===== src/rtl/sync_updown_counter_param.sv =====
// Parametrised up/down counter with programmable modulus (0..MAX_VAL), enable, synchronous
// clear, clamped parallel load, wrap/saturate mode, terminal-count decode and a registered
// wrap pulse. Optional clock-enable prescaler compiled in with SYNC_COUNTER_PRESCALE_EN.
module sync_updown_counter_param #(
  parameter int unsigned WIDTH    = 4,
  parameter int unsigned MAX_VAL  = 2**WIDTH-1,
  parameter int unsigned PRESCALE = 1
) (
  input  logic             clk,
  input  logic             rst,
  input  logic             en,
  input  logic             up_dn,
  input  logic             sat,
  input  logic             clear,
  input  logic             load,
  input  logic [WIDTH-1:0] load_val,
  output logic [WIDTH-1:0] count,
  output logic             tc,
  output logic             wrap
);

  localparam logic [WIDTH-1:0] MaxV = MAX_VAL[WIDTH-1:0];

  // Reject out-of-range configurations at elaboration.
  if (WIDTH < 2 || WIDTH > 32) begin : g_bad_width
    $error("WIDTH out of range");
  end
  if (MAX_VAL < 1 || (WIDTH < 32 && MAX_VAL > (2**WIDTH - 1))) begin : g_bad_max
    $error("MAX_VAL out of range");
  end
  if (PRESCALE < 1 || PRESCALE > 256) begin : g_bad_pre
    $error("PRESCALE out of range");
  end

  logic [WIDTH-1:0] count_q, count_d;
  logic             wrap_q, wrap_d;
  logic             step;

`ifdef SYNC_COUNTER_PRESCALE_EN
  localparam int unsigned PsW = (PRESCALE > 1) ? $clog2(PRESCALE) : 1;
  localparam logic [PsW-1:0] PsLast = PsW'(PRESCALE - 1);

  logic [PsW-1:0] ps_q, ps_d;

  // Prescaler advances only on enabled cycles; clear/load restart the tick spacing.
  always_comb begin
    ps_d = ps_q;
    if (clear || load) begin
      ps_d = '0;
    end else if (en) begin
      ps_d = (ps_q == PsLast) ? '0 : ps_q + PsW'(1);
    end
  end

  assign step = en && (ps_q == PsLast);

  // Prescaler state register.
  always_ff @(posedge clk or posedge rst) begin
    if (rst) begin
      ps_q <= '0;
    end else begin
      ps_q <= ps_d;
    end
  end
`else
  assign step = en;
`endif

  // Next count and wrap pulse: clear > load > step > hold; bounds compared against MAX_VAL.
  always_comb begin
    count_d = count_q;
    wrap_d  = 1'b0;
    if (clear) begin
      count_d = '0;
    end else if (load) begin
      count_d = (load_val > MaxV) ? MaxV : load_val;
    end else if (step) begin
      if (up_dn) begin
        if (count_q == MaxV) begin
          if (!sat) begin
            count_d = '0;
            wrap_d  = 1'b1;
          end
        end else begin
          count_d = count_q + WIDTH'(1);
        end
      end else begin
        if (count_q == '0) begin
          if (!sat) begin
            count_d = MaxV;
            wrap_d  = 1'b1;
          end
        end else begin
          count_d = count_q - WIDTH'(1);
        end
      end
    end
  end

  // Count and wrap registers, cleared asynchronously.
  always_ff @(posedge clk or posedge rst) begin
    if (rst) begin
      count_q <= '0;
      wrap_q  <= 1'b0;
    end else begin
      count_q <= count_d;
      wrap_q  <= wrap_d;
    end
  end

  assign count = count_q;
  assign wrap  = wrap_q;
  // Terminal count follows up_dn combinationally.
  assign tc    = up_dn ? (count_q == MaxV) : (count_q == '0);

endmodule


===== config.mk =====
export PLATFORM = sky130hd
export DESIGN_NAME = sync_updown_counter_param
export DESIGN_NICKNAME = d
export VERILOG_FILES = /design/src/rtl/sync_updown_counter_param.sv
export SDC_FILE = /design/constraint.sdc
export NUM_CORES = 1
export LEC_CHECK = 0
export CORE_AREA = 2 2 39 41
export CTS_CLUSTER_DIAMETER = 50
export DETAILED_ROUTE_END_ITERATION = 10
export DIE_AREA = 0 0 41 43
export PLACE_DENSITY = 0.78
export SLEW_MARGIN = 30
export SYNTH_ARGS = -nofsm -noshare
export SYNTH_HDL_FRONTEND = slang
export SYNTH_SLANG_ARGS = --single-unit

===== constraint.sdc =====
create_clock -name clk -period 4.6 [get_ports clk]
set_input_delay 1.15 -clock clk [delete_from_list [all_inputs] [get_ports clk]]
set_output_delay 1.15 -clock clk [all_outputs]
set_load 0.03 [all_outputs]

Yosys cells after proc, flatten, opt, wreduce, memory -nomap -nowiden
Cells that the tools add are included.
{ "op_classes": {"magnitude_cmp": 1, "n_eq_ne": 3, "mux": 17, "reduce_logical": 3, "addsub": 2} }
{ "op_table": {"columns": ["cell", "n"], "rows": [
  ["two-way mux 4 bit", 9],
  ["inequality test 5 bit, second input constant", 2],
  ["two-way mux 1 bit", 8],
  ["adder 4 x 1 -> 4 bit, second input constant", 1],
  ["equality test 4 bit, second input constant", 1],
  ["greater-than comparator 4 bit, second input constant", 1],
  ["logical NOT 4 bit", 1],
  ["subtractor 4 x 1 -> 4 bit, second input constant", 1],
  ["AND reduction 3 bit", 1],
  ["nonzero test 3 bit", 1]
]} }
{ "totals": {"wordCells": 28, "in_bits": 11, "out_inout_bits": 6, "regBits": 5} }

Longest topological paths before layout
{ "depth": {"depth_word": 6, "depth_mapped": 6, "ltp_nobuf": 6} }

Least setup slack after synthesis
OpenSTA, ideal clock, no wires.
{ "synth_path": {"kind": "input -> output", "from": "input port up_dn", "to": "output port tc", "required_ns": 3.450, "stages": 3, "n_path_buf": 1, "arrival_time_ns": 1.998, "path_slack_ns": 1.452, "path_cell_list": "buf_6 or4b_4 nand2_1"} }
{ "synth_via": {"elab_chain_cells": 1} }
{ "synth_lines": {"columns": ["item", "line", "source"], "rows": [
  ["start: declaration", "12", "input logic up_dn,"],
  ["two-way mux 1 bit", "114", "assign tc = up_dn ? (count_q == MaxV) : (count_q == '0);"],
  ["end: declaration", "18", "output logic tc,"]
]} }
Every way passes these cells.

Worst setup path after layout
Ends and elaborated chain as after synthesis.

==> results.yml <==
timing:
  slew-limit-headroom_pct: 64.9
  tns_ps: 0
  fmax_ghz: 0.240
  rsz0062_at_grt: "false"
  setup_viol: 0
  hold_viol: 0
  final.setup_skew_ps: 2.80
  slew_violations: 0
  fin_hold_ws_ps: 812
  min_period_ps: 4170
  fin_crit_sh_pct: 90.7
  worst_pin_slew_ps: 524
hold_path:
  hold_path_class: "reg -> reg"
  min_path_cells: 2
  min_from: "count[0]"
  hold_end: "count[0]"
placed_design:
  place_congestion: 0.721
  place_inst: 83
  port_buffers: 16
  place.detailed.hpwl_um: 893
cells_and_area:
  nets: 85
  multi_input_comb_area_um2: 312
  drive_gt1_share_pct: 12.7
  fillers: 145
  register_area_um2: 125
  synthToLayoutAreaGrowth_pct: 39.7
  fin_cells: 87
  antenna_cells: 0
yosys:
  ys.flop_type: "dfrtp_1"
  synth_compound_area_share_pct: 30.1
  synthAdderAreaFrac_pct: 5.19
  syn-cell-area_um2: 482
  yosys-mux-area-fraction_pct: 4.68
  synth_top_area_share_pct: 26.0
  async_flop_share_pct: 100
  yosysMostFrequentCell: "inv_1"
  synth_area_leaders: "dfrtp_1 (26%), a2111oi_2 (6.2%), inv_1 (5.5%)"
  avgSynthCellArea_um2: 9.09
  ys_types: 32
  synth-simple-area-share_pct: 22.9
  synth-xor-area-share_pct: 1.82
  synthTopCellsByCount: "inv_1 (7), dfrtp_1 (5), nand2_1 (4), nor2_1 (3)"
  synth-seq-area-share_pct: 26.0
  synth_edf_count: 0
  synth_top_family_by_area: "compound AO/OA/AOI/OAI gates"
  ys_ff_latch: 5
  synthCells: 53
  syn_nets: 66
  yosys_warnings: 0
  yosysTopAreaCell: "dfrtp_1"
power_and_ir_drop:
  power_density_nw_per_um2: 252
  comb_power_share_pct: 37.6
  switching_share_pct: 33.4
  intPower_mw: 0.113
  power.share.clock_pct: 30.2
  ir_drop_mv: 0.109
  switchingPower_mw: 0.0568
  power.leakage_nw: 0.282
  power_frac_seq_pct: 32.2
clock_network:
  cts_resized: 0
  numCtsBuffers: 3
  cts_hold_buf: 0
  h-tree-depth: 1
  cts_max_path_buffers: 2
  insertion_delay_ps: 240
  cts_sinks: 5
  cts_tree: "done"
  cts.clk_slew.worst_paths_ps: 40
  cts_root_buf: "clkbuf_4"
  post_cts_buffers: 0
floorplanning:
  core_um2: 1380
  die-height_um: 43
  start_util_pct: 34.8
  rows: 14
  die_w_um: 41
  dieArea_um2: 1760
  io_pins: 17
global_route:
  grt_pass1_wl_um: 1890
  grt_use_met3_pct: 6.28
  grt_max_degree: 15
  grt_usage_pct: 15.5
  gr-usage-met2_pct: 23.1
  grt_pass1_vias: 421
  overflow: 0
  grt_antenna_before_repair: 0
  busiest_layer: "met2"
  met1_usage_pct: 20.1
setup_path:
  rr_startpoint: "count[0]"
  end_kind: "primary output"
  required_ps: 3450
  critPathMaxFanout: 8
  worstPathArrival_ps: 3020
  rr_worst_depth: 6
  timing.rr.end: "count[1]"
  critical_path_class: "in -> out"
  cp-start-kind: "primary input"
  ff2ff_setup_slack_ps: 2490
routing:
  viasPerCell: 5.51
  ant_nets: 0
  firstDrtPassIters: 3
  drc: 0
  drt_wl_total_um: 1170
  wire_per_inst_um: 13.5
  drtIter0Drc: 19
  vias: 479
flow_run:
  cap_violations: 0
outcome:
  status: "finished, final reports clean"
-- registers in the layout (all words and copies together) (netlist names) --
register / flops
wrap: 1
count: 4
-- placed cells by master (no fill, tap or decap), drive strengths merged, types with 2 or more instances in the layout --
master / count
a2111oi: 3
a211oi: 2
a21oi: 2
a221o: 2
a311oi: 2
clkbuf: 4
clkdlybuf4s50: 16
dfrtp: 5
ha: 2
inv: 7
mux2: 2
nand2: 4
nand3: 2
nor2: 3
-- kinds of logic (layout without fill, tap and decap cells) --
logic type	Yosys count	after routing
simple gates	18	18
fa+ha+maj	2	2
xor+xnor	1	1
compound gates	15	15
mux	2	2
buf+inv	10	28
flops	5	5
-- stage by stage --
| stage | worst slack, ps | area [um2] | total power [mW] | util (%) |
|---|---|---|---|---|
| 2_1_floorplan | 1450 | 482 | 0.0942 | - |
| 3_3_place_gp | 458 | 647 | 0.118 | 46.7 |
| 5_1_grt | 361 | 673 | 0.182 | 48.6 |
| 6_report | 428 | 673 | 0.170 | 48.6 |
| 4_1_cts | 419 | 673 | 0.173 | 48.6 |
| 3_5_place_dp | 421 | 647 | 0.119 | 46.7 |
-- layer usage --
metal  vias to the layer above  wire length (um)
li1                        236                 -
met1                       228               504
met2                        15               574
met3                         0                94
met4                         0                 0
met5                         -                 0
-- worst max path at each step --
stage           from  to  slack (ps)  cells past startpoint
2_1_floorplan  up_dn  tc        1450                      3
3_3_place_gp   up_dn  tc         460                      4
3_5_place_dp   up_dn  tc         420                      4
4_1_cts        up_dn  tc         420                      4
5_1_grt        up_dn  tc         360                      4
6_report       up_dn  tc         430                      4
-- final cells by class --
type | count | area share, %
timing repair buffer | 16 | 23.8
tap | 16 | 2.97
clock buffer | 4 | 3.90
sequential | 5 | 18.6
multi-input combinational | 38 | 46.3
inverter | 8 | 4.46
-- worst max-delay path: stages --
cell and delay, ps:
clkdlybuf4s50_1 550, or4b_4 550, nand2_1 100, clkdlybuf4s50_1 670
-- power groups by stage --
stage	Combinational [mW]	Sequential, mW	Clock [mW]
final	0.0639	0.0547	0.0513
after global routing	0.0704	0.0557	0.0562
after CTS	0.0642	0.0547	0.0536
after detailed placement	0.0641	0.0553	0
after global placement	0.0633	0.0551	0
after floorplan	0.0341	0.0601	0
Note: power is estimated with default switching activity, not from simulation.
